`src/rtl/next_pc_unit_pkg.sv`:
```
// rtl/next_pc_unit_pkg.sv - shared state encoding and constants for the PC stage
package next_pc_unit_pkg;

  typedef enum logic [1:0] {
    ST_BOOT = 2'd0,
    ST_RUN  = 2'd1,
    ST_TRAP = 2'd2
  } pc_state_t;

  localparam logic [31:0] PC_STEP            = 32'd4;
  localparam logic [31:0] EXC_VECTOR_DEFAULT = 32'h0000_0080;

  function automatic logic word_misaligned(input logic [1:0] low_bits);
    return low_bits != 2'b00;
  endfunction

endpackage

```
`src/rtl/next_pc_mux.sv`:
```
// rtl/next_pc_mux.sv - combinational next-PC target select and alignment check
module next_pc_mux
  import next_pc_unit_pkg::*;
(
  input  logic [31:0] pc,
  input  logic        Branch,
  input  logic        BranchNe,
  input  logic        Zero,
  input  logic        Jump,
  input  logic        JumpReg,
  input  logic [31:0] Addresult,
  input  logic [25:0] instr_index,
  input  logic [31:0] rs_value,
  output logic [31:0] pcincrementado,
  output logic [31:0] target,
  output logic        misaligned
);

  logic        taken;
  logic [31:0] jump_target;

  assign pcincrementado = pc + PC_STEP;
  assign taken          = (Branch & Zero) | (BranchNe & ~Zero);
  assign jump_target    = {pcincrementado[31:28], instr_index, 2'b00};

  // jr beats j beats a taken branch; simultaneous strobes resolve only here
  always_comb begin
    target = pcincrementado;
    if (JumpReg) begin
      target = rs_value;
    end else if (Jump) begin
      target = jump_target;
    end else if (taken) begin
      target = Addresult;
    end
  end

  assign misaligned = word_misaligned(target[1:0]);

endmodule

```
`src/rtl/next_pc_unit.sv`:
```
// rtl/next_pc_unit.sv - PC register, boot/run/trap FSM and EPC capture
// Optional branch/jump statistics counters: NEXT_PC_BRANCH_STATS_EN
module next_pc_unit
  import next_pc_unit_pkg::*;
#(
  parameter logic [31:0] RESET_PC   = 32'h0000_0000,
  parameter logic [31:0] EXC_VECTOR = EXC_VECTOR_DEFAULT
) (
  input  logic        clock,
  input  logic        reset,
  input  logic        pc_write,
  input  logic        Branch,
  input  logic        BranchNe,
  input  logic        Zero,
  input  logic        Jump,
  input  logic        JumpReg,
  input  logic [31:0] Addresult,
  input  logic [25:0] instr_index,
  input  logic [31:0] rs_value,
  output logic [31:0] pc,
  output logic [31:0] pcincrementado,
  output logic        fetch_valid,
  output logic        trap,
  output logic [31:0] epc,
  output logic        double_fault,
  output logic [31:0] taken_count,
  output logic [31:0] jump_count
);

  pc_state_t   state, state_nx;
  logic [31:0] pc_nx, epc_nx, target;
  logic        double_fault_nx, misaligned;

  next_pc_mux u_mux (
    .pc             (pc),
    .Branch         (Branch),
    .BranchNe       (BranchNe),
    .Zero           (Zero),
    .Jump           (Jump),
    .JumpReg        (JumpReg),
    .Addresult      (Addresult),
    .instr_index    (instr_index),
    .rs_value       (rs_value),
    .pcincrementado (pcincrementado),
    .target         (target),
    .misaligned     (misaligned)
  );

  assign fetch_valid = (state != ST_BOOT);
  assign trap        = (state == ST_TRAP);

  // ST_BOOT leaves on the first edge even when stalled; pc is already RESET_PC
  always_comb begin
    state_nx        = state;
    pc_nx           = pc;
    epc_nx          = epc;
    double_fault_nx = double_fault;
    case (state)
      ST_BOOT: state_nx = ST_RUN;
      ST_RUN: begin
        if (pc_write) begin
          if (misaligned) begin
            pc_nx    = EXC_VECTOR;
            epc_nx   = pc;
            state_nx = ST_TRAP;
          end else begin
            pc_nx = target;
          end
        end
      end
      ST_TRAP: begin
        if (pc_write) begin
          if (misaligned) begin
            pc_nx           = EXC_VECTOR;
            double_fault_nx = 1'b1;
          end else begin
            pc_nx    = target;
            state_nx = ST_RUN;
          end
        end
      end
      default: state_nx = ST_BOOT;
    endcase
  end

  always_ff @(posedge clock) begin
    if (reset) begin
      state        <= ST_BOOT;
      pc           <= RESET_PC;
      epc          <= '0;
      double_fault <= 1'b0;
    end else begin
      state        <= state_nx;
      pc           <= pc_nx;
      epc          <= epc_nx;
      double_fault <= double_fault_nx;
    end
  end

`ifdef NEXT_PC_BRANCH_STATS_EN
  logic commit, branch_hit, jump_hit;

  // Counted on commit even when the selected target traps
  assign commit     = pc_write & (state != ST_BOOT);
  assign branch_hit = ((Branch & Zero) | (BranchNe & ~Zero)) & ~Jump & ~JumpReg;
  assign jump_hit   = Jump | JumpReg;

  always_ff @(posedge clock) begin
    if (reset) begin
      taken_count <= '0;
      jump_count  <= '0;
    end else if (commit) begin
      if (branch_hit && (taken_count != 32'hFFFF_FFFF)) taken_count <= taken_count + 32'd1;
      if (jump_hit && (jump_count != 32'hFFFF_FFFF)) jump_count <= jump_count + 32'd1;
    end
  end
`else
  assign taken_count = '0;
  assign jump_count  = '0;
`endif

endmodule

```
`config.mk`:
```
export PLATFORM = sky130hd
export DESIGN_NAME = next_pc_unit
export DESIGN_NICKNAME = d
export VERILOG_FILES = /design/src/rtl/next_pc_unit_pkg.sv /design/src/rtl/next_pc_mux.sv /design/src/rtl/next_pc_unit.sv
export SDC_FILE = /design/constraint.sdc
export NUM_CORES = 1
export LEC_CHECK = 0
export CAP_MARGIN = 20
export CORE_MARGIN = 2
export CORE_UTILIZATION = 43
export CTS_CLUSTER_SIZE = 40
export DETAILED_ROUTE_END_ITERATION = 16
export PLACE_DENSITY = 0.88
export SLEW_MARGIN = 20
export SYNTH_ARGS = -nofsm -noshare
export SYNTH_HDL_FRONTEND = slang
export SYNTH_HIERARCHICAL = 1
export SYNTH_SLANG_ARGS = --single-unit
```
`constraint.sdc`:
```
create_clock -name clock -period 3.2 [get_ports clock]
set_input_delay 0.48 -clock clock [delete_from_list [all_inputs] [get_ports clock]]
set_output_delay 0.48 -clock clock [all_outputs]
set_load 0.02 [all_outputs]
```
## Word level (Yosys, flattened, before mapping)

Cells that the tools add are included.

- Output and inout port bits: 163
- Input bits: 98
- Logic and storage cells: 32
- Flip-flop bits (word level): 67

- Reduce and logical (&&, ||, !) cells: 8
- Eq/ne operators: 6
- Multiplexer cells: 9
- $add $sub $neg: 1
- Bitwise gates (word level): 4

Operators by type and width:

| kind | number |
|---|---|
| $mux W32 | 4 |
| $add A32 B3 Y32 const B | 1 |
| $mux W2 | 4 |
| $ne A2 B2 Y1 const B | 4 |
| $pmux W2 S3 | 1 |
| $reduce_and A3 Y1 | 2 |
| $reduce_and A4 Y1 | 1 |
| $reduce_bool A2 Y1 | 2 |
| $and A1 B1 Y1 | 2 |
| $eq A2 B1 Y1 const B | 1 |
| $eq A2 B2 Y1 const B | 1 |
| $logic_not A2 Y1 | 1 |
| $reduce_and A2 Y1 | 1 |
| $reduce_or A2 Y1 | 1 |
| $not A1 Y1 | 1 |
| $or A1 B1 Y1 | 1 |

## Depth between registers and ports, before layout

Gate-level depths: netlist of the first run.

- Word-level depth: 10
- Depth in mapped cells: 11
- Mapped depth without buffers: 8

## Cells and area by module

Netlist of the first run, hierarchy kept.

By module, submodules not included:

| module | area each (um2) | times used | cells an instance | sequential area each (um2) |
|---|---|---|---|---|
| next_pc_unit | 3120.5 | 1 | 379 | 1341.3 |
| next_pc_mux | 1616.6 | 1 | 269 | 0.0 |

## Least setup slack after synthesis of the first run

Ideal clock, no wire load.

- Path kind: register -> register
- From: reg pc[2]
- To: reg pc[24]
- Path buffers: 0
- Data arrival time: 2.388 ns
- Clock period less this slack: 2.459 ns
- Data required time: 3.130 ns
- Setup slack: 0.741 ns
- Setup time: 0.070 ns
- Cell stages (with the launch flop): 9
- Cells stage by stage: dfxtp_1 ha_1 nand3_1 nor4_4 nand4_1 xnor2_1 o221a_2 nand4b_1 a21oi_1

- Cells in the longest elaborated chain, start to end: 5

RTL lines:

| what | RTL line | RTL |
|---|---|---|
| start, declared | next_pc_unit.sv:20 | `output logic [31:0] pc,` |
| start signal, assigned | next_pc_unit.sv:94 | `pc <= pc_nx;` |
| $add A32 B3 Y32 | next_pc_mux.sv:22 | `assign pcincrementado = pc + PC_STEP;` |
| net pcincrementado[24] | next_pc_unit.sv:21 | `output logic [31:0] pcincrementado,` |
| $mux W32 | next_pc_mux.sv:33 | `end else if (taken) begin` |
| $mux W32 | next_pc_mux.sv:31 | `end else if (Jump) begin` |
| $mux W32 | next_pc_mux.sv:29 | `if (JumpReg) begin` |
| net target[24] | next_pc_unit.sv:31 | `logic [31:0] pc_nx, epc_nx, target;` |
| $mux W32 | next_pc_unit.sv:62, next_pc_unit.sv:73 |  |

The timed path passes the listed nets, and every way through them passes these cells.
A chain may end at the register's enable or synchronous reset.

## Worst setup path after layout of the first run

- From: reg pc[2]
- To: out pcincrementado[24]

- Cells in the longest elaborated chain, start to end: 1

RTL lines:

| what | RTL line |
|---|---|
| $add A32 B3 Y32 | next_pc_mux.sv:22 |
| end, declared | next_pc_unit.sv:21 |

Every way passes these cells.

==> results.json, run 1 <==
{
  "outcome": "finished clean",
  "critPathKind": "register to output pin",
  "hold_path_end": "epc[18]",
  "layout_common_cells": "clkdlybuf4s50_1, nand2_1, a21oi_1, dfxtp_1, conb_1",
  "slowest_stage": "clkdlybuf4s50_1",
  "clock_latency_ns": 0.34,
  "mostFrequentLayoutCell": "clkdlybuf4s50_1",
  "ys.flop_type": "dfxtp_1",
  "grtUsageTotal_pct": 28.2,
  "synth_area_leaders": "dfxtp_1, nand2_1, buf_4",
  "slew_headroom_pct": 29.4,
  "cts_sinks": 67,
  "drv_slew": 0,
  "postLayoutCellArea_um2": 6830,
  "gp_congestion": 0.910,
  "die_w_um": 109,
  "fill_cells": 994,
  "crit_fanout": 8,
  "cpPeakStageDelay_ns": 0.66,
  "r2r-start": "pc[2]",
  "grt_pass1_wl_um": 25800,
  "r2r_slack_ns": 0.93,
  "p_leak_nw": 2.55,
  "synth.distinct_cells": 52,
  "cp_cell_sequence": "ha_1, nand3_1, nor4_4, buf_4, nand4_1, xnor2_1, clkdlybuf4s50_1",
  "synth-seq-area-share_pct": 28.3,
  "cts_tree": "yes",
  "setup_viol": 0,
  "finClkSkew_ns": 0.00733,
  "drt_iter0_drc": 327,
  "synth_xor_area_share_pct": 5.18,
  "rsz0062_at_grt": "no",
  "cts_buffers": 9,
  "path_buf_inv": 2,
  "cts.clk_slew.worst_paths_ns": 0.07,
  "reg2reg_to": "pc[18]",
  "seqCellArea_um2": 1340,
  "synthAdderAreaFrac_pct": 1.32,
  "fmax_mhz": 326,
  "final.min_clock_period_ns": 3.07,
  "synth_edf_count": 0,
  "grt_max_degree": 45,
  "multi_input_area_um2": 2860,
  "ctsHoldBuffers": 0,
  "start_kind": "register",
  "min_from": "epc[18]",
  "drive_gt1_share_pct": 8.06,
  "async_flop_share_pct": 0,
  "initial_utilization_pct": 43.9,
  "syn_to_final_growth_pct": 44.2,
  "antenna_cells": 0,
  "power.density_nw_per_um2": 439,
  "hold_ws_ns": 0.454,
  "vdd_drop_max_v": 0.000423,
  "crit_family": "buffers and inverters",
  "ys_seq_elements": 67,
  "die_y_um": 109,
  "via_count": 5379,
  "drtAntennaViolNets": 0,
  "post-cts-setup-buffer-count": 0,
  "grt_pass1_vias": 4911,
  "cts-root-buf": "clkbuf_8",
  "cts_max_path_buffers": 2,
  "grt_antenna_before_repair": 0,
  "end_kind": "output pin",
  "viasPerCell": 5.47,
  "drc": 0,
  "synth-compound-area-share_pct": 19.6,
  "yosys_warnings": 6,
  "dpl_cell_area_um2": 6650,
  "coreArea_um2": 10800,
  "whs_path_depth": 2,
  "drv_cap": 0,
  "netlist_area_um2": 4740,
  "firstDrtPassIters": 5,
  "cp_data_required_time_ns": 2.72,
  "htreeDepth": 3,
  "cp_data_arrival_time_ns": 2.59,
  "synth_top_cell_by_area": "dfxtp_1",
  "io_buffers": 196,
  "postCtsResizedCells": 0,
  "syn-instance-count": 648,
  "hold_path.class": "register to register",
  "synthSimpleGateAreaFrac_pct": 28.1,
  "num_rows": 38,
  "drt-total-wl_um": 17300,
  "period_share_pct": 95.9,
  "overflow": 0,
  "setup_tns_ns": 0,
  "muxShareOfSynthArea_pct": 1.11,
  "finalHoldViolCount": 0,
  "synth_top_family_by_area": "simple AND/OR/NAND/NOR gates",
  "tightest_slew_ns": 1.05,
  "synth_top_area_share_pct": 28.3,
  "hpwl_um": 12800,
  "nets": 943,
  "avgSynthCellArea_um2": 7.31,
  "boundaryPins": 261,
  "reg2reg_depth": 9,
  "wire_per_inst_um": 17.6,
  "die_area_um2": 11900
}
-- Yosys cell counts (14+ instances only) --
library cell / number
nand4b_1: 31
nand3_1: 18
buf_2: 14
buf_4: 69
nand2_1: 142
nor2_1: 21
dfxtp_1: 67
o21ai_0: 23
xnor2_1: 19
clkbuf_1: 26
a21oi_1: 80
-- stage by stage --
stage	total power [mW]	setup slack (ns)	util, %	cells
detailed placement	2.33	0.258	61.6	969
global route	3.14	0.00799	63.3	984
CTS	2.99	0.116	63.3	984
floorplan	1.82	0.741	-	711
finish	3.00	0.132	63.3	984
global placement	2.31	0.331	61.6	969
-- layer usage --
layer  track usage, %  part of all wire [%]  vias up
li1                 -                     -     2522
met1             33.2                    38     2531
met2             51.8                    51      293
met3             5.74                   8.8       33
met4             7.51                   1.9        0
met5                0                     0        -
-- cells by family (layout without fill, tap and decap cells) --
| logic type | Yosys count | in the layout |
|---|---|---|
| xor gates and xnor gates | 28 | 28 |
| adders and majority gates | 5 | 5 |
| other | 1 | 64 |
| buffers and inverters | 126 | 259 |
| DFF | 67 | 67 |
| and+or+nand+nor | 264 | 264 |
| AOI/OAI and AO/OA | 152 | 152 |
| muxes | 5 | 5 |
-- area by class of cell --
cell class / count / share of cell area [%]
inverter: 13 / 0.714
tap: 140 / 2.56
sequential: 67 / 19.7
multi-input combinational: 518 / 41.9
timing repair buffer: 231 / 32.6
clock inverter: 3 / 0.586
clock buffer: 12 / 1.98
-- worst max-delay path by stage --
stage	end	depth (start not counted)	start
floorplan	pc[24]	8	pc[2]
global placement	pc[11]	9	Zero
detailed placement	epc[25]	10	Zero
CTS	pcincrementado[29]	6	pc[4]
global route	pcincrementado[24]	7	pc[2]
finish	pcincrementado[24]	7	pc[2]
-- worst min-delay path, cell delays in order, from the launching register on --
cell	delay (ns)
dfxtp_1	0.31
nand2_1	0.05
a21oi_1	0.05
-- registers in the layout, summed over array words and instances (netlist names) --
signal        count
state             2
epc              32
double_fault      1
pc               32
-- power breakdown --
part | internal [mW] | total (mW) | switching [mW]
combinational | 0.549 | 1.35 | 0.805
clock | 0.354 | 0.669 | 0.315
sequential | 0.898 | 0.978 | 0.0805
Note: power is estimated with default switching activity, not from simulation.
==> run 2: changes to the inputs <==
- CORE_MARGIN: 2 -> not set
==> results.json, run 2 (synthesis results as in run 1) <==
{
  "vdd_drop_max_v": 0.000347,
  "finClkSkew_ns": 0.00455,
  "p_leak_nw": 2.61,
  "mostFrequentLayoutCell": "clkdlybuf4s50_1",
  "tightest_slew_ns": 0.686,
  "power.share.sequential_pct": 32.4,
  "coreArea_um2": 10500,
  "seqCellArea_um2": 1350,
  "grt_max_degree": 42,
  "firstDrtPassIters": 5,
  "nets": 942,
  "outcome": "finished clean",
  "overflow": 0,
  "syn_to_final_growth_pct": 45.0,
  "period_share_pct": 97.0,
  "cts-root-buf": "clkbuf_8",
  "p_sw_mw": 1.21,
  "boundaryPins": 261,
  "cts.clk_slew.worst_paths_ns": 0.07,
  "drtAntennaViolNets": 0,
  "final_core_utilization_pct": 65.4,
  "critPathKind": "register to output pin",
  "crit_fanout": 8,
  "io_buffers": 196,
  "die_y_um": 107,
  "via_count": 5483,
  "r2r-start": "pc[12]",
  "setup_viol": 0,
  "num_rows": 37,
  "fill_cells": 951,
  "drive_gt1_share_pct": 8.53,
  "drc": 0,
  "cts_max_path_buffers": 2,
  "drv_cap": 0,
  "grt_antenna_before_repair": 1,
  "initial_utilization_pct": 45.1,
  "hold_path.class": "register to register",
  "r2r_slack_ns": 0.83,
  "wire_per_inst_um": 17.4,
  "start_kind": "register",
  "final.min_clock_period_ns": 3.10,
  "cts_sinks": 67,
  "clock_latency_ns": 0.34,
  "grt_pass1_vias": 5186,
  "cp_data_required_time_ns": 2.72,
  "drv_slew": 0,
  "drt-total-wl_um": 17100,
  "die_w_um": 107,
  "htreeDepth": 3,
  "end_kind": "output pin",
  "whs_path_depth": 2,
  "layout_common_cells": "clkdlybuf4s50_1, nand2_1, a21oi_1, conb_1, dfxtp_1",
  "pwr-share-comb_pct": 43.2,
  "clkPwrFrac_pct": 24.4,
  "hpwl_um": 12500,
  "cts_buffers": 9,
  "die_area_um2": 11400,
  "crit_start": "pc[12]",
  "multi_input_area_um2": 2870,
  "reg2reg_to": "pc[18]",
  "setup_tns_ns": 0,
  "fmax_mhz": 322,
  "power.density_nw_per_um2": 448,
  "viasPerCell": 5.59,
  "reg2reg_depth": 8,
  "rsz0062_at_grt": "no",
  "finalHoldViolCount": 0,
  "internal_power_mw": 1.87,
  "reg_top3": "epc x32, pc x32, state x2",
  "grtUsageTotal_pct": 29.6,
  "slew_headroom_pct": 54.3,
  "grt_pass1_wl_um": 26400,
  "hold_path_end": "epc[28]",
  "min_from": "epc[28]",
  "cts_tree": "yes",
  "sw_frac_of_total_pct": 39.2,
  "gp_congestion": 0.886,
  "drt_iter0_drc": 360,
  "cp_data_arrival_time_ns": 2.62
}
==> run 2: cell types whose count changed in the layout (fill, tap and decap cells not counted), sizes merged <==
cell and delta:
clkinvlp +1, buf -1, dlymetal6s2s +3, diode +1, clkbuf -1, bufinv +1
clkdlybuf4s50 -3
==> run 2: how the worst max path moves through the flow <==
stage	end	slack, ns	cells after the start
final	pcincrementado[24]	0.1	6
after detailed placement	epc[23]	0.24	9
after global placement	pcincrementado[29]	0.36	6
after floorplan	pc[24]	0.74	8
after global routing	pcincrementado[24]	0.003	6
after CTS	pcincrementado[29]	0.03	6
==> run 2: repair_timing <==
action | CTS | global route
pin swaps | 1 | 0
setup endpoints to repair | 3 | 13
hold buffers | 0 | 0
resized for setup | 1 | 7
setup buffers | 2 | 0
==> run 2: layout make-up <==
class                      count  area share (%)
sequential                    67            19.6
multi-input combinational    518            41.7
timing repair buffer         230            32.4
clock inverter                 5            1.13
tap                          136            2.48
antenna                        1          0.0364
clock buffer                  11            1.91
inverter                      13           0.710
==> run 2: power by group through the flow <==
stage          Combinational (mW)  Clock [mW]  Sequential, mW
3_3_place_gp                 1.29           0            1.01
5_1_grt                      1.41       0.798            1.01
6_report                     1.33       0.752           0.998
3_5_place_dp                 1.30           0            1.01
4_1_cts                      1.31       0.763           0.995
2_1_floorplan               0.763           0            1.06
==> run 2: metal layers <==
| layer | track usage (%) | up-vias | wire length (um) |
|---|---|---|---|
| met1 | 34.1 | 2597 | 6670 |
| met2 | 53.1 | 323 | 8540 |
| met4 | 11.1 | 0 | 418 |
| met3 | 6.44 | 39 | 1460 |
| met5 | 0 | - | 0 |
| li1 | - | 2524 | - |
==> run 2: critical path, stage by stage, from the launching register on <==
cell and delay [ns]:
dfxtp_1 0.46, nand4_2 0.25, nor4_4 0.29, buf_4 0.21, nand4_1 0.12, xnor2_1 0.28, clkdlybuf4s50_1 0.66
==> run 2: per-stage QoR <==
| stage | setup WS (ns) | instances | hold slack (ns) | total power [mW] | area [um2] |
|---|---|---|---|---|---|
| 2_1_floorplan | 0.741 | 711 | 0.508 | 1.82 | 4970 |
| 3_3_place_gp | 0.364 | 962 | 0.444 | 2.30 | 6630 |
| 3_5_place_dp | 0.238 | 962 | 0.450 | 2.31 | 6630 |
| 4_1_cts | 0.0299 | 980 | 0.460 | 3.07 | 6850 |
| 5_1_grt | 0.00292 | 981 | 0.481 | 3.22 | 6870 |
| 6_report | 0.0956 | 981 | 0.454 | 3.08 | 6870 |
